==> config.mk <==
export PLATFORM = sky130hd
export DESIGN_NAME = dawncarol_led_pattern
export DESIGN_NICKNAME = d
export VERILOG_FILES = /design/src/rtl/dawncarol_led_pkg.sv /design/src/rtl/dawncarol_led_tick.sv /design/src/rtl/dawncarol_led_pattern.sv
export SDC_FILE = /design/constraint.sdc
export NUM_CORES = 1
export LEC_CHECK = 0
export CAP_MARGIN = 20
export CELL_PAD_IN_SITES_DETAIL_PLACEMENT = 0
export CELL_PAD_IN_SITES_GLOBAL_PLACEMENT = 1
export CORE_ASPECT_RATIO = 1.25
export CORE_MARGIN = 1
export CORE_UTILIZATION = 47
export CTS_CLUSTER_DIAMETER = 60
export DETAILED_ROUTE_END_ITERATION = 8
export PLACE_DENSITY = 0.93
export REMOVE_ABC_BUFFERS = 1
export SYNTH_ARGS = -nofsm -noshare
export SYNTH_HDL_FRONTEND = slang
export SYNTH_SLANG_ARGS = --single-unit
==> constraint.sdc <==
create_clock -name clk -period 5.4 [get_ports clk]
set_clock_uncertainty 0.2 [all_clocks]
set_input_delay 1.08 -clock clk [delete_from_list [all_inputs] [get_ports clk]]
set_output_delay 1.08 -clock clk [all_outputs]
set_load 0.05 [all_outputs]
==> src/rtl/dawncarol_led_pkg.sv <==
// Shared types for the LED pattern generator: pattern select, FSM states and the
// reset-time step period.
package dawncarol_led_pkg;

  typedef enum logic [1:0] {
    ROT_R  = 2'd0,
    ROT_L  = 2'd1,
    BOUNCE = 2'd2,
    BLINK  = 2'd3
  } led_mode_e;

  typedef enum logic [2:0] {
    S_ROT_R,
    S_ROT_L,
    S_BNC_UP,
    S_BNC_DN,
    S_BLINK
  } led_state_e;

  localparam logic [31:0] DefPeriod = 32'd49_999_999;

endpackage

==> src/rtl/dawncarol_led_tick.sv <==
// Step-rate divider: counts running cycles and flags a tick once the count reaches the
// latched period.
module dawncarol_led_tick #(
  parameter int unsigned      CNT_W      = 32,
  parameter logic [CNT_W-1:0] DEF_PERIOD = '1
) (
  input  logic             clk,
  input  logic             reset,
  input  logic             run,
  input  logic             cfg_load,
  input  logic [CNT_W-1:0] period,
  output logic             tick
);

  logic [CNT_W-1:0] cnt_q, cnt_d;
  logic [CNT_W-1:0] period_q, period_d;
  logic             expired;

  // >= rather than == so a shrunk period never has to wrap the counter
  assign expired = (cnt_q >= period_q);
  assign tick    = run & expired;

  always_comb begin
    cnt_d    = cnt_q;
    period_d = period_q;
    if (cfg_load) begin
      cnt_d    = '0;
      period_d = period;
    end else if (run) begin
      cnt_d = expired ? '0 : cnt_q + CNT_W'(1);
    end
  end

  always_ff @(posedge clk or posedge reset) begin
    if (reset) begin
      cnt_q    <= '0;
      period_q <= DEF_PERIOD;
    end else begin
      cnt_q    <= cnt_d;
      period_q <= period_d;
    end
  end

endmodule

==> src/rtl/dawncarol_led_pattern.sv <==
// LED pattern generator top: pattern FSM, LED register and step strobe, advanced by the
// tick divider.
module dawncarol_led_pattern
  import dawncarol_led_pkg::*;
#(
  parameter int unsigned      LED_NUM    = 4,
  parameter int unsigned      CNT_W      = 32,
  parameter logic [CNT_W-1:0] DEF_PERIOD = CNT_W'(DefPeriod)
) (
  input  logic               clk,
  input  logic               reset,
  input  logic               run,
  input  logic               cfg_load,
  input  logic [1:0]         mode,
  input  logic [CNT_W-1:0]   period,
  output logic [LED_NUM-1:0] led,
  output logic               step,
  output logic [1:0]         cur_mode
);

  localparam logic [LED_NUM-1:0] LedOne = {{(LED_NUM-1){1'b0}}, 1'b1};

  led_state_e         state_q, state_d;
  led_mode_e          mode_q, mode_d;
  logic [LED_NUM-1:0] led_q, led_d;
  logic               step_q, step_d;
  logic               tick;

  dawncarol_led_tick #(
    .CNT_W      (CNT_W),
    .DEF_PERIOD (DEF_PERIOD)
  ) u_tick (
    .clk      (clk),
    .reset    (reset),
    .run      (run),
    .cfg_load (cfg_load),
    .period   (period),
    .tick     (tick)
  );

  // cfg_load has priority, so a tick landing on the same cycle is dropped
  always_comb begin
    state_d = state_q;
    mode_d  = mode_q;
    led_d   = led_q;
    step_d  = 1'b0;
    if (cfg_load) begin
      mode_d = led_mode_e'(mode);
      led_d  = LedOne;
      case (led_mode_e'(mode))
        ROT_R:   state_d = S_ROT_R;
        ROT_L:   state_d = S_ROT_L;
        BOUNCE:  state_d = S_BNC_UP;
        default: begin
          state_d = S_BLINK;
          led_d   = '1;
        end
      endcase
    end else if (tick) begin
      step_d = 1'b1;
      case (state_q)
        S_ROT_R:  led_d = {led_q[0], led_q[LED_NUM-1:1]};
        S_ROT_L:  led_d = {led_q[LED_NUM-2:0], led_q[LED_NUM-1]};
        S_BNC_UP: begin
          led_d = led_q << 1;
          if (led_d[LED_NUM-1]) state_d = S_BNC_DN;
        end
        S_BNC_DN: begin
          led_d = led_q >> 1;
          if (led_d[0]) state_d = S_BNC_UP;
        end
        S_BLINK:  led_d = ~led_q;
        default: begin
          state_d = S_ROT_R;
          led_d   = LedOne;
        end
      endcase
    end
  end

  always_ff @(posedge clk or posedge reset) begin
    if (reset) begin
      state_q <= S_ROT_R;
      mode_q  <= ROT_R;
      led_q   <= LedOne;
      step_q  <= 1'b0;
    end else begin
      state_q <= state_d;
      mode_q  <= mode_d;
      led_q   <= led_d;
      step_q  <= step_d;
    end
  end

  assign led      = led_q;
  assign step     = step_q;
  assign cur_mode = mode_q;

endmodule

# After elaboration in Yosys (flattened, before gate mapping)
# Index checks and enable logic that the tools add are counted.
word_totals:
  regBits: 74
  input_bits: 38
  out_inout_bits: 7
  wordCells: 41
classes:
  n_addsub: 1
  n_lt_le_gt_ge: 1
  n_eq_ne: 9
  muxes: 15
  n_bitwise: 2
  n_reduce_logical: 7
ops:
  columns: ["cell", "count"]
  rows:
  - ["2-to-1 mux 32 bit", 3]
  - ["adder 32 x 1 -> 32 bit (second input constant)", 1]
  - [">= comparator 32 bit", 1]
  - ["case mux 4 bit (5 select lines)", 1]
  - ["case mux 3 bit (3 select lines)", 2]
  - ["2-to-1 mux 3 bit", 4]
  - ["2-to-1 mux 4 bit", 3]
  - ["== test 3 x 2 -> 1 bit (second input constant)", 2]
  - ["inequality test 3 bit (second input constant)", 2]
  - ["OR reduction 3 bit", 2]
  - ["NOT 4 bit", 1]
  - ["AND reduction 4 bit", 1]
  - ["nonzero test 2 bit", 2]
  - ["== test 3 x 1 -> 1 bit (second input constant)", 1]
  - ["== test 3 bit (second input constant)", 1]
  - ["zero test 3 bit", 1]
  - ["== test 2 x 1 -> 1 bit (second input constant)", 1]
  - ["== test 2 bit (second input constant)", 1]
  - ["zero test 2 bit", 1]
  - ["2-to-1 mux 1 bit", 2]
  - ["inequality test 2 x 1 -> 1 bit (second input constant)", 1]
  - ["bitwise AND 1 bit", 1]

# Logic depth before layout (Yosys ltp)
# Gate-level depths: netlist of run 1.
logic_depth:
  depth_word: 5
  ltp_mapped: 10
  ltp_nobuf: 9

# Modules after synthesis
# A second synthesis of run 1 with hierarchy kept.
unflattened:
  cells_unflattened: 543
  hier_area_um2: 4735.8
modules_own_cells:
  columns: ["module", "instances", "cells_per_inst", "area_per_inst_um2", "seq_area_each_um2"]
  rows:
  - ["dawncarol_led_tick", 1, 478, 4105.2, 1624.1]
  - ["dawncarol_led_pattern", 1, 65, 630.6, 251.5]

# Worst setup path before layout of run 1
# Ideal clock, no wire load.
synth_timing:
  kind: "register to register"
  startpoint: "register u_tick.period_q[0]"
  endpoint: "register u_tick.cnt_q[29]"
  setup_time_ps: 82
  arrival_ps: 2497
  required_ps: 5118
  path_slack_ps: 2621
  path_stages_with_launch: 10
  n_path_buf: 1
  period_less_slack_ps: 2779
  cell_sequence: "dfstp_2 -> ha_1 -> nand2b_4 -> a2111o_1 -> o2111ai_2 -> a31oi_4 -> or2_4 -> buf_6 -> or4_1 -> a31oi_1"
synth_between:
  elab_chain_cells: 4
synth_lines:
  columns: ["item", "line", "text"]
  rows:
  - ["start, declared", "dawncarol_led_tick.sv:16", "logic [CNT_W-1:0] period_q, period_d;"]
  - ["start signal, assigned", "dawncarol_led_tick.sv:40", "period_q <= period_d;"]
  - [">= comparator 32 bit", "dawncarol_led_tick.sv:20", "assign expired = (cnt_q >= period_q);"]
  - ["2-to-1 mux 32 bit", "dawncarol_led_tick.sv:30", "cnt_d = expired ? '0 : cnt_q + CNT_W'(1);"]
  - ["2-to-1 mux 32 bit", "dawncarol_led_tick.sv:29", "end else if (run) begin"]
  - ["2-to-1 mux 32 bit", "dawncarol_led_tick.sv:26", "if (cfg_load) begin"]
  - ["end signal, assigned", "dawncarol_led_tick.sv:39", "cnt_q <= cnt_d;"]
  - ["end, declared", "dawncarol_led_tick.sv:15", "logic [CNT_W-1:0] cnt_q, cnt_d;"]
# Every way passes these cells. The select of a mux whose other input is x is not followed.
# A chain may end at the register's enable or synchronous reset.

# Worst setup path in the final report of run 1
layout_timing:
  startpoint: "register u_tick.period_q[21]"
  endpoint: "register u_tick.cnt_q[18]"
# The elaborated chain is that of the path after synthesis.

==> results of run 1 <==
per-layer routing:
metal	part of all wire	vias up
met5	0	-
met4	0.021	0
met3	0.030	17
met2	0.51	90
met1	0.44	1914
li1	-	1934
cell type report:
cell class / instances / area (um^2)
Fill cell: 825 / 3910
Tap cell: 123 / 154
Sequential cell: 74 / 1880
Timing Repair Buffer: 51 / 503
Inverter: 40 / 150
Clock buffer: 14 / 274
Clock inverter: 2 / 10.0
Multi-Input combinational cell: 379 / 2350
tightest hold or removal path, stage by stage (launching register included):
cell     delay [ps]
dfstp_2         360
inv_1            60
o21ai_0          70
where the power goes:
| group | internal (uW) | switching [uW] | leakage (uW) |
|---|---|---|---|
| clock | 347 | 221 | 0.000143 |
| sequential | 592 | 15.2 | 0.000928 |
| combinational | 74.0 | 99.9 | 0.00122 |
metrics by stage:
stage          utilization  worst slack (ps)
2_1_floorplan            -              1940
3_5_place_dp         0.543              2030
3_3_place_gp         0.543              2190
5_1_grt              0.576              1700
4_1_cts              0.574              2030
6_report             0.576              2030
sequential cells by signal, indices dropped and copies added (netlist names):
register	count
u_tick.cnt_q	32
u_tick.period_q	32
led	4
state_q	3
cur_mode	2
step	1
final timing paths:
kind	end	cells past startpoint	slack, ps
max in group asynchronous	led[0]	4	3210
worst min register to register	u_tick.period_q[13]	2	290
worst max register to register	u_tick.cnt_q[18]	10	2030
worst max-delay path	u_tick.cnt_q[18]	10	2030
worst min-delay path	u_tick.period_q[13]	2	290
min in group asynchronous	u_tick.period_q[16]	2	830
cell usage in the layout (no fill, tap or decap), drive strengths merged, types with 2 or more instances in the layout:
| cell type | netlist | final |
|---|---|---|
| a21o | 3 | 3 |
| and2 | 3 | 3 |
| a21boi | 4 | 4 |
| nand3b | 6 | 6 |
| ha | 33 | 33 |
| a2bb2oi | 3 | 3 |
| a22oi | 2 | 2 |
| nor3 | 8 | 8 |
| o21ai | 55 | 55 |
| nand2b | 3 | 3 |
| a31oi | 17 | 17 |
| mux2 | 4 | 4 |
| clkdlybuf4s50 | 0 | 43 |
| nor2b | 2 | 2 |
| nand3 | 27 | 27 |
| nor4 | 5 | 5 |
| o2111ai | 4 | 4 |
| inv | 40 | 40 |
| or4 | 10 | 10 |
| o211ai | 4 | 4 |
| nand4 | 9 | 9 |
| buf | 5 | 8 |
| dfstp | 19 | 19 |
| and4b | 2 | 2 |
| clkbuf | 20 | 14 |
| nand4b | 7 | 7 |
| nor2 | 24 | 24 |
| dfrtp | 55 | 55 |
| a211o | 2 | 2 |
| a21oi | 33 | 33 |
| nand2 | 83 | 83 |
| and4 | 5 | 5 |
| clkinv | 0 | 2 |
| and3 | 9 | 9 |
cells by family (layout without fill, tap and decap cells):
logic type / after synthesis / after routing / share of synthesized area
compound gates: 134 / 134 / 0.180
xor+xnor: 1 / 1 / 0.00194
fa+ha+maj: 33 / 33 / 0.0916
buf+inv: 67 / 107 / 0.0641
flops: 74 / 74 / 0.416
mux: 5 / 5 / 0.0122
simple gates: 206 / 206 / 0.234
==> results.toml, run 1 <==
[die]
die_h_um = 111
start_util = 0.489
io_pins = 45
die_x_um = 89.6
fp.dieArea_um2 = 9990
fp-row-count = 39
core-area_um2 = 9220

[cts]
ctsResizeCount = 0
cts.sinks = 74
cts_root_buf = "clkbuf_16"
ctsLongestPathBuffers = 2
clkTransAtPathRegs_ps = 60
cts_hold_buf = 0
postCtsSetupBuffers = 0
ctsHtreeMaxLevel = 3
cts_buffers = 9
tritoncts = "done"
clock_latency_ps = 340

[drt]
via_per_inst = 5.79
dr.pass1.iters = 5
wl_per_cell_um = 15.2
postRouteAntennaNets = 0
drt_wl_total_mm = 10.4
vias = 3955
drc = 0
drt-initial-drc-count = 215

[sta]
timing.hold.ws_ps = 288
relSlewSlack = 0.454
worstMarginPinSlew_ps = 818
rsz0062_at_grt = "no"
fmax_mhz = 296
post-route-period-util = 0.625
setup_tns_ps = 0
hold_viol = 0
finalMaxSlewViolations = 0
fin_crit_ps = 3370
finalSetupViolCount = 0

[synth]
synthTopCellsByArea = "dfrtp_1 31%, dfstp_2 11%, ha_1 9.2%"
yosys.area.top_type = "dfrtp_1"
synth_common_cells = "83 x nand2_1, 55 x dfrtp_1, 55 x o21ai_0"
synth_seq_cells = 74
yosysSeqAreaShare = 0.416
synth_top_area_frac = 0.305
synth.distinct_cells = 53
synth_edf_count = 0
ys_async_sr_fraction = 1.00
netlist_area_um2 = 4510
yosysMostFrequentCell = "nand2_1"
syn_inst = 520
syn-mean-instance-area_um2 = 8.67
synthFlopType = "dfrtp_1"
yosys_warnings = 0

[critical_path]
start_kind = "flip-flop"
cp-startpoint = "u_tick.period_q[21]"
cp_max_fo = 22
cp.arrival_ps = 3410
r2r_start = "u_tick.period_q[21]"
crit_buf_inv = 2
critPathTopFamily = "simple AND/OR/NAND/NOR gates"
max_stage_delay_ps = 700
crit_chain = "inv_1 > ha_1 > a21oi_1 > o21ai_0 > a221oi_2 > o211ai_1 > nor2_2 > buf_4 > nor2_1 > nor4_1"
crit_required_ps = 5440
cpMaxStageDelayCell = "nor2_2"
crit_path_end_kind = "flip-flop"
criticalPathCategory = "flip-flop to flip-flop"

[global_route]
met3_usage = 0.0304
grt_pass1_wl_mm = 17.9
use_met2 = 0.396
gr-usage-all-layers = 0.231
grt_pass1_vias = 3933
gr-max-usage-layer = "met2"
grt_max_degree = 60
use_met1 = 0.283
antenna_found_initial = 0
overflow = 0

[layout]
stdcell_count = 683
area_growth_pct = 17.8
fin_area_um2 = 5310
finalNetCount = 626
antennaDiodeCount = 0
drive_gt1_frac = 0.0946

[placed_design]
dpl_cell_area_um2 = 5010
io_buffers = 44
place.gp.congestion = 0.844
dp.cells = 666
post-dp-hpwl_mm = 7.03

[run]
maxCapViolations = 0

[min_path]
hold_class = "flip-flop to flip-flop"
hp-start = "u_tick.period_q[13]"

[power]
powerDensity_nw_per_um2 = 254
power_uw = 1350
leakagePower_uw = 0.00229
vdd_drop_max_mv = 0.137

[status]
outcome = "completed"
Note: power is estimated with default switching activity, not from simulation.
==> run 2, diff against run 1 <==
--- a/config.mk
+++ b/config.mk
@@ -10,10 +10,10 @@
 export CELL_PAD_IN_SITES_GLOBAL_PLACEMENT = 1
 export CORE_ASPECT_RATIO = 1.25
 export CORE_MARGIN = 1
-export CORE_UTILIZATION = 47
+export CORE_UTILIZATION = 44
 export CTS_CLUSTER_DIAMETER = 60
 export DETAILED_ROUTE_END_ITERATION = 8
-export PLACE_DENSITY = 0.93
+export PLACE_DENSITY = 0.89
 export REMOVE_ABC_BUFFERS = 1
 export SYNTH_ARGS = -nofsm -noshare
 export SYNTH_HDL_FRONTEND = slang
==> constraint.sdc (replaced) <==
create_clock -name clk -period 3.4 [get_ports clk]
set_clock_uncertainty 0.2 [all_clocks]
set_input_delay 0.68 -clock clk [delete_from_list [all_inputs] [get_ports clk]]
set_output_delay 0.68 -clock clk [all_outputs]
set_load 0.05 [all_outputs]
==> run 2 against run 1 <==
Critical path depth unchanged. Clock power increased by 70%. Fmax increased by 11%. Total power increased by 64%. Die area increased by 6.7%. Critical path type unchanged.
==> results.toml, run 2 (synthesis results as in run 1) <==
[power]
power_frac_comb = 0.126
switchingPower_uw = 550
powerDensity_nw_per_um2 = 413
power_frac_clock = 0.438
leakagePower_uw = 0.00231
vdd_drop_max_mv = 0.257
swShare = 0.249
pwr-share-seq = 0.437
power_uw = 2210
intPower_uw = 1660

[drt]
postRouteAntennaNets = 0
wl_per_cell_um = 15.4
drt_wl_total_mm = 10.6
dr.pass1.iters = 4
drt-initial-drc-count = 262
via_per_inst = 5.71
drc = 0
vias = 3920

[sta]
finalMaxSlewViolations = 0
rsz0062_at_grt = "no"
timing.hold.ws_ps = 295
fmax_mhz = 330
fin_crit_ps = 3030
hold_viol = 0
relSlewSlack = 0.606
finalSetupViolCount = 0
post-route-period-util = 0.892
worstMarginPinSlew_ps = 588

[die]
die_h_um = 115
io_pins = 45
start_util = 0.462
fp-row-count = 40
fp.dieArea_um2 = 10700
core-area_um2 = 9760
die_x_um = 92.5

[global_route]
overflow = 0
grt_pass1_vias = 3811
grt_pass1_wl_mm = 17.8
grt_max_degree = 55
gr-usage-all-layers = 0.213
antenna_found_initial = 0

[cts]
cts.sinks = 74
tritoncts = "done"
cts_hold_buf = 0
clkTransAtPathRegs_ps = 60
ctsHtreeMaxLevel = 3
cts_buffers = 9
postCtsSetupBuffers = 0
ctsLongestPathBuffers = 2
cts_root_buf = "clkbuf_16"
clock_latency_ps = 330
ctsResizeCount = 0

[layout]
fillers = 912
finalNetCount = 627
final_common_cell = "nand2_1"
drive_gt1_frac = 0.0998
area_growth_pct = 18.8
final_cell_mix = "83 x nand2_1, 55 x o21ai_0, 55 x dfrtp_1"
stdcell_count = 687
antennaDiodeCount = 0

[critical_path]
r2r_slack_ps = 370
r2r-end = "u_tick.cnt_q[6]"
start_kind = "flip-flop"
reg2reg_depth = 10
cp.arrival_ps = 3080
crit_path_end_kind = "flip-flop"
criticalPathCategory = "flip-flop to flip-flop"
worstSetupEndpoint = "u_tick.cnt_q[6]"
crit_required_ps = 3450
r2r_start = "u_tick.period_q[21]"
cp_max_fo = 13
cp-startpoint = "u_tick.period_q[21]"

[placed_design]
dp.cells = 671
post-dp-hpwl_mm = 7.21
io_buffers = 44
place.gp.congestion = 0.822

[min_path]
hold_class = "flip-flop to flip-flop"
whs_path_depth = 2

[run]
maxCapViolations = 0

[status]
outcome = "completed"
## run 2: cell count changes in the layout (fill, tap and decap cells not counted)
cell,previous run,this run
clkbuf_1,2,0
buf_12,1,2
bufinv_16,0,1
clkbuf_8,3,2
clkinv_2,2,3
clkinvlp_4,0,1
## run 2: metrics by stage
stage | setup slack (ps) | setup TNS [ps] | cell area (um^2) | utilization
2_1_floorplan | -56.0 | -56.0 | 4370 | -
3_5_place_dp | 380 | 0 | 5050 | 0.518
4_1_cts | 368 | 0 | 5360 | 0.549
5_1_grt | 221 | 0 | 5360 | 0.549
6_report | 368 | 0 | 5360 | 0.549
3_3_place_gp | 534 | 0 | 5050 | 0.518
## run 2: worst min-delay path by stage
stage | startpoint | endpoint
6_report | u_tick.period_q[5] | u_tick.period_q[5]
2_1_floorplan | u_tick.period_q[12] | u_tick.period_q[12]
3_5_place_dp | u_tick.period_q[5] | u_tick.period_q[5]
5_1_grt | u_tick.period_q[23] | u_tick.period_q[23]
4_1_cts | u_tick.period_q[5] | u_tick.period_q[5]
3_3_place_gp | u_tick.period_q[2] | u_tick.period_q[2]
## run 2: per-layer routing
| layer | GRT usage | up-vias | part of all wire |
|---|---|---|---|
| met5 | 0 | - | 0 |
| met4 | 0.0969 | 0 | 0.023 |
| met3 | 0.0397 | 24 | 0.044 |
| met2 | 0.373 | 103 | 0.50 |
| met1 | 0.252 | 1856 | 0.44 |
| li1 | - | 1937 | - |
## run 2: worst max-delay path: stages, from the launching register on
cell and delay [ps]:
dfstp_2 520, inv_1 40, ha_1 300, a21oi_1 140, o21ai_0 110, a221oi_2 280
o211ai_1 280, nor2_2 500, buf_4 270, nand4b_1 110, a31oi_1 200
## run 2: layout make-up
cell class                 count  area (um^2)  area share
clock buffer                  11          253      0.0472
clock inverter                 5         52.6     0.00981
inverter                      40          150      0.0280
multi-input combinational    379         2350       0.438
sequential                    74         1880       0.350
tap                          126          158      0.0294
timing repair buffer          52          523      0.0976
## run 2: power groups by stage
stage	Clock, uW	Combinational [uW]	Sequential (uW)
detailed placement	0	279	980
finish	968	278	965
global placement	0	270	977
floorplan	0	138	992
CTS	988	281	964
global route	1020	312	970
